File: config.mk
export PLATFORM = sky130hd
export DESIGN_NAME = fir_rd_sequencer_flat
export DESIGN_NICKNAME = d
export VERILOG_FILES = /design/src/rtl/fir_rd_sequencer_pkg.sv /design/src/rtl/fir_rd_sequencer_if.sv /design/src/rtl/fir_rd_sequencer_en_pipe.sv /design/src/rtl/fir_rd_sequencer.sv /design/src/flat_wrapper.sv
export SDC_FILE = /design/constraint.sdc
export NUM_CORES = 1
export LEC_CHECK = 0
export BUFFER_PORTS_ARGS = -buffer_cell sky130_fd_sc_hd__buf_2
export CAP_MARGIN = 20
export CORE_MARGIN = 2
export CORE_UTILIZATION = 42
export CTS_CLUSTER_SIZE = 20
export DETAILED_ROUTE_END_ITERATION = 7
export GPL_TIMING_DRIVEN = 0
export PLACE_DENSITY_LB_ADDON = 0.08
export SLEW_MARGIN = 20
export SYNTH_ARGS = -nofsm -noshare
export SYNTH_HDL_FRONTEND = slang
export SYNTH_SLANG_ARGS = --single-unit
export TNS_END_PERCENT = 10
File: constraint.sdc
create_clock -name iClk12M -period 4.45 [get_ports iClk12M]
set_clock_uncertainty 0.15 [all_clocks]
set_input_delay 0.445 -clock iClk12M [delete_from_list [all_inputs] [get_ports iClk12M]]
set_output_delay 0.445 -clock iClk12M [all_outputs]
set_load 0.005 [all_outputs]
File: src/rtl/fir_rd_sequencer_pkg.sv
// -----------------------------------------------------------------------------
// fir_rd_sequencer_pkg
// Shared constants and types for the FIR bank read/write sequencer.
//   - State encoding of the sequencer FSM.
//   - Tap count, SRAM word width and address layout ({bank[1:0], tap[3:0]}).
//   - SRAM and multiplier latencies that set the length of the drain phase.
//   - tapInRange(): checks whether a tap index addresses a real coefficient.
// -----------------------------------------------------------------------------
package fir_rd_sequencer_pkg;

    localparam int C_NUM_TAP  = 10;
    localparam int C_DATA_W   = 16;
    localparam int C_ADDR_W   = 6;
    localparam int C_TAP_W    = 4;
    localparam int C_BANK_W   = 2;

    // One clock of SRAM read latency, one clock of multiplier latency.
    localparam int C_SRAM_LAT  = 1;
    localparam int C_MUL_LAT   = 1;
    localparam int C_DRAIN_CYC = C_SRAM_LAT + C_MUL_LAT;

    typedef enum logic [1:0] {
        ST_IDLE   = 2'b00,
        ST_UPDATE = 2'b01,
        ST_RUN    = 2'b10,
        ST_DRAIN  = 2'b11
    } seqState_t;

    function automatic logic tapInRange(input logic [C_TAP_W-1:0] tap, input int numTap);
        return int'(tap) < numTap;
    endfunction

endpackage

File: src/rtl/fir_rd_sequencer_if.sv
// -----------------------------------------------------------------------------
// fir_rd_sequencer_if
// Host coefficient-write port (valid/ready) of the FIR read sequencer.
//   iCoeffWrValid  host -> seq   write request
//   oCoeffWrReady  seq  -> host  write accepted this cycle
//   iCoeffWrAddr   host -> seq   {bank[1:0], tap[3:0]}
//   iCoeffWrData   host -> seq   coefficient value
// Modports: master = host side, slave = sequencer side.
// -----------------------------------------------------------------------------
interface fir_rd_sequencer_if
    import fir_rd_sequencer_pkg::*;
#(
    parameter int P_DATA_W = C_DATA_W,
    parameter int P_ADDR_W = C_ADDR_W
);

    logic                iCoeffWrValid;
    logic                oCoeffWrReady;
    logic [P_ADDR_W-1:0] iCoeffWrAddr;
    logic [P_DATA_W-1:0] iCoeffWrData;

    modport master (
        output iCoeffWrValid,
        output iCoeffWrAddr,
        output iCoeffWrData,
        input  oCoeffWrReady
    );

    modport slave (
        input  iCoeffWrValid,
        input  iCoeffWrAddr,
        input  iCoeffWrData,
        output oCoeffWrReady
    );

endinterface

File: src/rtl/fir_rd_sequencer_en_pipe.sv
// -----------------------------------------------------------------------------
// fir_en_pipe
// Two-stage shift register that turns the registered SRAM read-active flag
// into the MAC enables.
//   iClk12M   in  system clock
//   iRst      in  asynchronous active-high reset
//   rdAct_p0  in  SRAM read issued on the bus this cycle
//   enMul     out read-active delayed by the SRAM latency
//   enAddAcc  out read-active delayed by SRAM + multiplier latency
// -----------------------------------------------------------------------------
module fir_en_pipe (
    input  logic iClk12M,
    input  logic iRst,
    input  logic rdAct_p0,
    output logic enMul,
    output logic enAddAcc
);

    logic en_p1;
    logic en_p2;

    always_ff @(posedge iClk12M or posedge iRst) begin
        if (iRst) begin
            en_p1 <= 1'b0;
            en_p2 <= 1'b0;
        end else begin
            // p0 -> p1: SRAM data valid, multiplier may fire
            en_p1 <= rdAct_p0;
            // p1 -> p2: product valid, accumulator may add
            en_p2 <= en_p1;
        end
    end

    assign enMul    = en_p1;
    assign enAddAcc = en_p2;

endmodule

File: src/rtl/fir_rd_sequencer.sv
// -----------------------------------------------------------------------------
// fir_rd_sequencer
// Generates the per-sample SRAM/MAC control stream for one FIR bank
// controller: a 10-tap read sweep per sample strobe, and coefficient writes
// from a host valid/ready port while update mode is requested.
//   iClk12M        in   12 MHz system clock
//   iRst           in   asynchronous active-high reset
//   iEnSample600k  in   one-cycle sample strobe
//   iCoeffUpdReq   in   level, requests coefficient update mode
//   coeffWr        if   host write port (slave modport)
//   oCoeffFlag     out  coefficient update in progress (to bank FSM)
//   oCsnRam        out  active-low SRAM chip select
//   oWrnRam        out  active-low SRAM write enable
//   oAddrRam       out  SRAM address
//   oWtDtRam       out  SRAM write data
//   oEnMul         out  multiplier enable
//   oEnAddAcc      out  accumulator enable
//   oSampleDone    out  one-cycle pulse, sweep finished
//   oOverrun       out  sticky, strobe arrived while busy
//   oAddrErr       out  one-cycle pulse, write to a nonexistent tap rejected
// All outputs are registered.
// -----------------------------------------------------------------------------
module fir_rd_sequencer
    import fir_rd_sequencer_pkg::*;
#(
    parameter int P_NUM_TAP = C_NUM_TAP,
    parameter int P_DATA_W  = C_DATA_W,
    parameter int P_ADDR_W  = C_ADDR_W
) (
    input  logic                  iClk12M,
    input  logic                  iRst,
    input  logic                  iEnSample600k,
    input  logic                  iCoeffUpdReq,
    fir_rd_sequencer_if.slave     coeffWr,
    output logic                  oCoeffFlag,
    output logic                  oCsnRam,
    output logic                  oWrnRam,
    output logic [P_ADDR_W-1:0]   oAddrRam,
    output logic [P_DATA_W-1:0]   oWtDtRam,
    output logic                  oEnMul,
    output logic                  oEnAddAcc,
    output logic                  oSampleDone,
    output logic                  oOverrun,
    output logic                  oAddrErr
);

    localparam logic [C_TAP_W-1:0] LP_LAST_TAP = C_TAP_W'(P_NUM_TAP - 1);
    // The state register runs one clock ahead of the registered bus, so the
    // drain state lasts one extra cycle: two flush cycles appear on the bus,
    // then the done pulse is issued from the final drain count.
    localparam logic [1:0] LP_DRAIN_LAST = 2'(C_DRAIN_CYC);

    seqState_t            state, stateNxt;
    logic [C_TAP_W-1:0]   tapCnt, tapNxt;
    logic [1:0]           drainCnt, drainNxt;

    logic                 csnNxt, wrnNxt, doneNxt, errNxt;
    logic                 readyNxt, flagNxt, overrunNxt;
    logic [P_ADDR_W-1:0]  addrNxt;
    logic [P_DATA_W-1:0]  dataNxt;
    logic                 readyReg;
    logic                 wrAccept, wrIssue;
    logic                 rdAct_p0;

    assign coeffWr.oCoeffWrReady = readyReg;

    // A handshake completes on a cycle where the registered ready is high;
    // it becomes an SRAM write only if the tap actually exists.
    assign wrAccept = (state == ST_UPDATE) && coeffWr.iCoeffWrValid && readyReg;
    assign wrIssue  = wrAccept && tapInRange(coeffWr.iCoeffWrAddr[C_TAP_W-1:0], P_NUM_TAP);

    always_ff @(posedge iClk12M or posedge iRst) begin
        if (iRst) begin
            state    <= ST_IDLE;
            tapCnt   <= '0;
            drainCnt <= '0;
        end else begin
            state    <= stateNxt;
            tapCnt   <= tapNxt;
            drainCnt <= drainNxt;
        end
    end

    always_comb begin
        stateNxt   = state;
        tapNxt     = tapCnt;
        drainNxt   = drainCnt;
        csnNxt     = 1'b1;
        wrnNxt     = 1'b1;
        addrNxt    = '0;
        dataNxt    = '0;
        doneNxt    = 1'b0;
        errNxt     = 1'b0;
        readyNxt   = 1'b0;
        flagNxt    = 1'b0;
        overrunNxt = oOverrun;

        unique case (state)
            ST_IDLE: begin
                // A sample strobe takes priority over a pending update request.
                if (iEnSample600k) begin
                    stateNxt = ST_RUN;
                    tapNxt   = '0;
                end else if (iCoeffUpdReq) begin
                    stateNxt = ST_UPDATE;
                end
            end

            ST_UPDATE: begin
                if (iEnSample600k) begin
                    overrunNxt = 1'b1;
                end
                if (wrIssue) begin
                    csnNxt  = 1'b0;
                    wrnNxt  = 1'b0;
                    addrNxt = coeffWr.iCoeffWrAddr;
                    dataNxt = coeffWr.iCoeffWrData;
                end
                errNxt = wrAccept && !wrIssue;
                // Ready drops for the cycle a write is on the bus, which
                // limits the host to one write every two clocks.
                readyNxt = iCoeffUpdReq && !wrIssue;
                // Keep the flag up through a write still on the bus when
                // update mode is being left.
                flagNxt  = iCoeffUpdReq || wrIssue;
                if (!iCoeffUpdReq) begin
                    stateNxt = ST_IDLE;
                end
            end

            ST_RUN: begin
                if (iEnSample600k) begin
                    overrunNxt = 1'b1;
                end
                csnNxt  = 1'b0;
                addrNxt = {{(P_ADDR_W-C_TAP_W){1'b0}}, tapCnt};
                if (tapCnt == LP_LAST_TAP) begin
                    stateNxt = ST_DRAIN;
                    drainNxt = '0;
                end else begin
                    tapNxt = tapCnt + 1'b1;
                end
            end

            ST_DRAIN: begin
                if (iEnSample600k) begin
                    overrunNxt = 1'b1;
                end
                if (drainCnt == LP_DRAIN_LAST) begin
                    doneNxt  = 1'b1;
                    stateNxt = iCoeffUpdReq ? ST_UPDATE : ST_IDLE;
                end else begin
                    drainNxt = drainCnt + 1'b1;
                end
            end

            default: begin
                stateNxt = ST_IDLE;
            end
        endcase
    end

    always_ff @(posedge iClk12M or posedge iRst) begin
        if (iRst) begin
            oCsnRam     <= 1'b1;
            oWrnRam     <= 1'b1;
            oAddrRam    <= '0;
            oWtDtRam    <= '0;
            oSampleDone <= 1'b0;
            oAddrErr    <= 1'b0;
            oOverrun    <= 1'b0;
            oCoeffFlag  <= 1'b0;
            readyReg    <= 1'b0;
        end else begin
            oCsnRam     <= csnNxt;
            oWrnRam     <= wrnNxt;
            oAddrRam    <= addrNxt;
            oWtDtRam    <= dataNxt;
            oSampleDone <= doneNxt;
            oAddrErr    <= errNxt;
            oOverrun    <= overrunNxt;
            oCoeffFlag  <= flagNxt;
            readyReg    <= readyNxt;
        end
    end

    // A read is on the bus when selected and not writing.
    assign rdAct_p0 = !oCsnRam && oWrnRam;

    fir_en_pipe uEnPipe (
        .iClk12M  (iClk12M),
        .iRst     (iRst),
        .rdAct_p0 (rdAct_p0),
        .enMul    (oEnMul),
        .enAddAcc (oEnAddAcc)
    );

endmodule

File: src/flat_wrapper.sv
// flat-port wrapper written by rule: the top's interface ports become plain ports
module fir_rd_sequencer_flat import fir_rd_sequencer_pkg::*;
#(
    parameter int P_NUM_TAP = C_NUM_TAP,
    parameter int P_DATA_W  = C_DATA_W,
    parameter int P_ADDR_W  = C_ADDR_W
)
  (iClk12M, iRst, iEnSample600k, iCoeffUpdReq, oCoeffFlag, oCsnRam, oWrnRam, oAddrRam, oWtDtRam, oEnMul, oEnAddAcc, oSampleDone, oOverrun, oAddrErr, coeffWr_iCoeffWrValid, coeffWr_iCoeffWrAddr, coeffWr_iCoeffWrData, coeffWr_oCoeffWrReady);
  fir_rd_sequencer_if #(.P_DATA_W(P_DATA_W), .P_ADDR_W(P_ADDR_W)) coeffWr_i ();
  input  logic iClk12M;
  input  logic iRst;
  input  logic iEnSample600k;
  input  logic iCoeffUpdReq;
  output logic oCoeffFlag;
  output logic oCsnRam;
  output logic oWrnRam;
  output logic [P_ADDR_W-1:0] oAddrRam;
  output logic [P_DATA_W-1:0] oWtDtRam;
  output logic oEnMul;
  output logic oEnAddAcc;
  output logic oSampleDone;
  output logic oOverrun;
  output logic oAddrErr;
  input wire logic [$bits(coeffWr_i.iCoeffWrValid)-1:0] coeffWr_iCoeffWrValid;
  input wire logic [$bits(coeffWr_i.iCoeffWrAddr)-1:0] coeffWr_iCoeffWrAddr;
  input wire logic [$bits(coeffWr_i.iCoeffWrData)-1:0] coeffWr_iCoeffWrData;
  output wire logic [$bits(coeffWr_i.oCoeffWrReady)-1:0] coeffWr_oCoeffWrReady;
  assign coeffWr_i.iCoeffWrValid = coeffWr_iCoeffWrValid;
  assign coeffWr_i.iCoeffWrAddr = coeffWr_iCoeffWrAddr;
  assign coeffWr_i.iCoeffWrData = coeffWr_iCoeffWrData;
  assign coeffWr_oCoeffWrReady = coeffWr_i.oCoeffWrReady;
  fir_rd_sequencer #(.P_NUM_TAP(P_NUM_TAP), .P_DATA_W(P_DATA_W), .P_ADDR_W(P_ADDR_W)) u_core (.iClk12M(iClk12M), .iRst(iRst), .iEnSample600k(iEnSample600k), .iCoeffUpdReq(iCoeffUpdReq), .coeffWr(coeffWr_i), .oCoeffFlag(oCoeffFlag), .oCsnRam(oCsnRam), .oWrnRam(oWrnRam), .oAddrRam(oAddrRam), .oWtDtRam(oWtDtRam), .oEnMul(oEnMul), .oEnAddAcc(oEnAddAcc), .oSampleDone(oSampleDone), .oOverrun(oOverrun), .oAddrErr(oAddrErr));
endmodule
**Word level (Yosys, flattened, before mapping)**

Cells that the tools add are included.
Widths: inputs -> output; s select.

- Flip-flop bits (word level): 39
- Latch bits: 0
- RAM bits: 0
- ROM bits: 0
- Bits of input ports: 27
- Output and inout port bits: 31
- Memories kept: 0

- $add $sub $neg: 2
- Multiply operators: 0
- Divide/modulo/power cells: 0
- Magnitude comparators: 1
- Equality and inequality tests: 12
- Shift-type cells: 0
- Mux-type cells: 25
- Bitwise gates (word level): 0
- Reduce and logical (&&, ||, !) cells: 17

Operator list:

| operator | number |
|---|---|
| $mux 16 | 2 |
| $mux 2 | 7 |
| $pmux 6 s2 | 1 |
| $mux 1 | 8 |
| $mux 4 | 2 |
| $ne 2x2->1 const B | 4 |
| $pmux 2 s4 | 1 |
| $pmux 4 s2 | 1 |
| $eq 2x2->1 const B | 3 |
| $logic_and 1x1->1 | 6 |
| $mux 6 | 1 |
| $reduce_and 3->1 | 2 |
| $add 4x1->4 const B | 1 |
| $eq 4x4->1 const B | 1 |
| $lt 4x4->1 const B | 1 |
| $ne 2x1->1 const B | 2 |
| $pmux 2 s2 | 1 |
| $reduce_and 4->1 | 1 |
| $reduce_bool 2->1 | 2 |
| $ne 3x3->1 const B | 1 |
| $reduce_or 3->1 | 1 |
| $add 2x1->2 const B | 1 |
| $eq 2x1->1 const B | 1 |
| $logic_not 1->1 | 2 |
| other kinds (4) | 4 |

**Longest topological paths before layout**

- Depth after elaboration: 7
- Mapped depth: 6
- Depth with buffers taken out: 6

**Cells and area by module**

A second synthesis with hierarchy kept.

- Cell total of the unflattened synthesis: 131
- Area, all modules: 1645.3 um2

By module, submodules not included:

| module | instances | cells an instance | area an instance (um2) | seq. area each (um2) |
|---|---|---|---|---|
| fir_rd_sequencer | 1 | 128 | 1591.5 | 928.4 |
| fir_en_pipe | 1 | 3 | 53.8 | 50.0 |

**Least setup slack after synthesis**

OpenSTA, ideal clock, no wires.

- Kind: register -> register
- From: register u_core.state[0]
- To: register u_core.drainCnt[1]
- Library setup time: 0.125 ns
- Arrival: 1.520 ns
- Path slack: 2.655 ns
- Cell stages (with the launch flop): 6
- Period minus slack after synthesis: 1.795 ns
- Cell sequence: dfrtp_1 inv_1 ha_1 and4b_1 o21bai_1 mux2_2

- Cells in the longest elaborated chain, start to end: 3

Ends and longest elaborated chain:

| what | RTL line | RTL |
|---|---|---|
| start, declared | fir_rd_sequencer.sv:53 | `seqState_t state, stateNxt;` |
| start signal, assigned | fir_rd_sequencer.sv:78 | `state <= stateNxt;` |
| $eq 2x2->1 | fir_rd_sequencer.sv:98 | `unique case (state)` |
| $ne 2x2->1 (no source line) (tied with other cells) | n/a |  |
| $reduce_and 3->1 (no source line) | n/a |  |
| end signal, assigned | fir_rd_sequencer.sv:80 | `drainCnt <= drainNxt;` |
| end, declared | fir_rd_sequencer.sv:55 | `logic [1:0] drainCnt, drainNxt;` |

Several ways; a longest one is shown, not always the timed one.
A chain may end at the register's enable or synchronous reset.

**Final worst setup path**

Ends and elaborated chain as after synthesis.

==> results.toml <==
[worst_setup_path]
crit_buf_inv = 1
cp-end-kind = "flip-flop"
path_class = "reg -> reg"
r2r_cells = 5
rrSetupSlack_ns = 2.50
worstSetupStartpointType = "flip-flop"
cpPeakStageDelay_ns = 0.40
slowest_stage = "dfrtp_1"
r2r-end = "u_core.drainCnt[1]"
worstPathArrival_ns = 1.98
rr_startpoint = "u_core.state[0]"
cp_max_fo = 7
crit_path_cell_trace = "inv_1 -> ha_1 -> and4b_1 -> o21bai_1 -> mux2_2"
cp.required_ns = 4.48
critical-path-top-delay-family = "flip-flops"

[clock_tree]
clkSinkCount = 39
cts_inserted_buffers = 5
clk_latency_ns = 0.29
post_cts_resized = 0
clockRootBuffer = "clkbuf_8"
cts_tree = "built"
cts_buffer_depth = 2
cts.clk_slew.worst_paths_ns = 0.08
htreeDepth = 2

[final_layout]
fin_area_um2 = 2130
n_fill_cell = 347
regArea_um2 = 978
instances_no_fill = 246
fin_util_pct = 57.4
syn2layout_area_growth_pct = 30.0
n_antenna_cell = 0
drive_gt1_share_pct = 38.4
multiInputGateArea_um2 = 612
final_nets = 232
final_cell_mix = "buf_2 (58), dfrtp_1 (37), and3_1 (19)"
final_common_cell = "buf_2"

[placement]
gp_congestion = 0.756
dp_cells = 237
placed_cell_area_um2 = 2010
io_buffers = 57
place_ws_ns = 2.48
dp_hpwl_um = 2600

[floorplan]
row_count = 22
start_util_pct = 44.2
die_y_um = 66.5
num_io_pins = 58
die_w_um = 66.5
core_um2 = 3720
die_area_um2 = 4420

[timing]
maxSlewViolCount = 0
slew_headroom_pct = 73.9
rsz0062_at_grt = "no"
setup_viol = 0
period_minus_slack_ns = 1.95
finalHoldViolCount = 0
tns_ns = 0
setup_slack_ns = 2.50
fin_crit_sh_pct = 43.8
tightest_slew_ns = 0.381
fmax_mhz = 513

[grt]
grt_pass1_wl_um = 5300
grt.total_usage_pct = 16.4
antenna_found_initial = 0
grt.overflow.total = 0
grt_max_degree = 28
grt_pass1_vias = 1192

[power_and_ir_drop]
peakVddDrop_mv = 0.426
p_per_area_nw_per_um2 = 492
p_leak_nw = 1.24

[detailed_routing]
highest_layer = "met4"
wire_per_inst_um = 13.6
wl_um = 3360
final_antenna_net_count = 0
routed-wl-met2_um = 1730
wl_met3_um = 212
vias = 1201
viasPerCell = 4.88
drt-initial-drc-count = 55
drc = 0
wirelength_met1_um = 1390
dr.pass1.iters = 4

[run]
drv_cap = 0

[worst_hold_path]
hold_end = "u_core.uEnPipe.enAddAcc"
min_path_type = "reg -> reg"
hold_path.startpoint = "u_core.uEnPipe.enMul"
hold_depth = 0

[yosys]
synth_edf_count = 0
netlist_area_um2 = 1640
synthArstFlopShare_pct = 100
syn_area_per_cell_um2 = 12.5
syn_nets = 166
synth_area_leaders = "dfrtp_1 (56%), and3_1 (7.2%), ha_1 (6.1%), dfstp_2 (3.2%), nor2b_1 (3.0%)"
ys_types = 34
yosysWarnings = 0
synth_top_area_share_pct = 56.4
ys.flop_type = "dfrtp_1"
yosys_register_bits = 39
yosys.area.top_type = "dfrtp_1"
ys_seq_area_share_pct = 59.6
synth_cells = 131

[outcome]
status = "completed"
==> synthesized netlist by cell type, types with 3 or more instances <==
| cell type | number |
|---|---|
| dfrtp_1 | 37 |
| mux2i_1 | 4 |
| o21ai_0 | 5 |
| nor2b_1 | 8 |
| and3_1 | 19 |
| nand2_1 | 4 |
| inv_1 | 8 |
| and2_1 | 4 |
| ha_1 | 8 |
| clkbuf_1 | 3 |
==> logic make-up (layout without fill, tap and decap cells) <==
kind of cell	Yosys count	count (layout)	share of synthesized area (%)
buffers and inverters	13	80	3.12
and+or+nand+nor	48	48	19.0
adders and majority gates	8	8	6.10
muxes	6	6	4.04
AOI/OAI and AO/OA	17	17	8.16
DFF	39	39	59.6
==> power by group <==
group          total, mW  switching (mW)  internal (mW)
Clock              0.299           0.118          0.181
Sequential         0.441          0.0341          0.407
Combinational      0.311           0.159          0.153
==> flip-flops by register name (all words and copies together), names as in the netlist <==
register,flops
u_core.coeffWr.oCoeffWrReady,1
u_core.drainCnt,2
u_core.oAddrErr,1
u_core.oAddrRam,6
u_core.oCoeffFlag,1
u_core.oCsnRam,1
u_core.oOverrun,1
u_core.oSampleDone,1
u_core.oWrnRam,1
u_core.oWtDtRam,16
u_core.state,2
u_core.tapCnt,4
u_core.uEnPipe.enAddAcc,1
u_core.uEnPipe.enMul,1
==> cell type report <==
| cell class | instances | area share, % |
|---|---|---|
| flip-flops and latches | 39 | 45.8 |
| plain buffers | 5 | 0.996 |
| clock buffers | 6 | 3.87 |
| inverters | 8 | 1.41 |
| well taps | 48 | 2.81 |
| multi-input cells | 79 | 28.7 |
| clock inverters | 2 | 1.64 |
| repair buffers | 59 | 14.8 |
==> routing by layer <==
layer / global-route usage, % / vias up
met5: 0 / -
met4: 4.59 / 0
met3: 5.41 / 2
met2: 28.6 / 36
met1: 19.1 / 584
li1: - / 579
==> through the flow <==
stage / hold WS, ns / power, mW
after floorplan: 0.226 / 0.665
after global placement: 0.203 / 0.746
after detailed placement: 0.212 / 0.763
after CTS: 0.229 / 1.07
after global routing: 0.233 / 1.12
final: 0.224 / 1.05
==> how the worst max path moves through the flow <==
stage | start | to | slack [ns] | cells past startpoint
floorplan | u_core.state[0] | u_core.drainCnt[1] | 2.66 | 5
global placement | iRst | u_core.oCoeffFlag | 2.49 | 2
detailed placement | u_core.state[0] | u_core.drainCnt[1] | 2.48 | 5
CTS | u_core.state[0] | u_core.drainCnt[1] | 2.46 | 5
global route | u_core.state[0] | u_core.drainCnt[1] | 2.39 | 5
finish | u_core.state[0] | u_core.drainCnt[1] | 2.50 | 5
==> what timing repair did <==
item                                   in CTS  in global routing
setup buffers                               0                  0
endpoints found under the hold margin      12                  0
hold buffers                                1                  0
(Power assumes the default switching activity.)
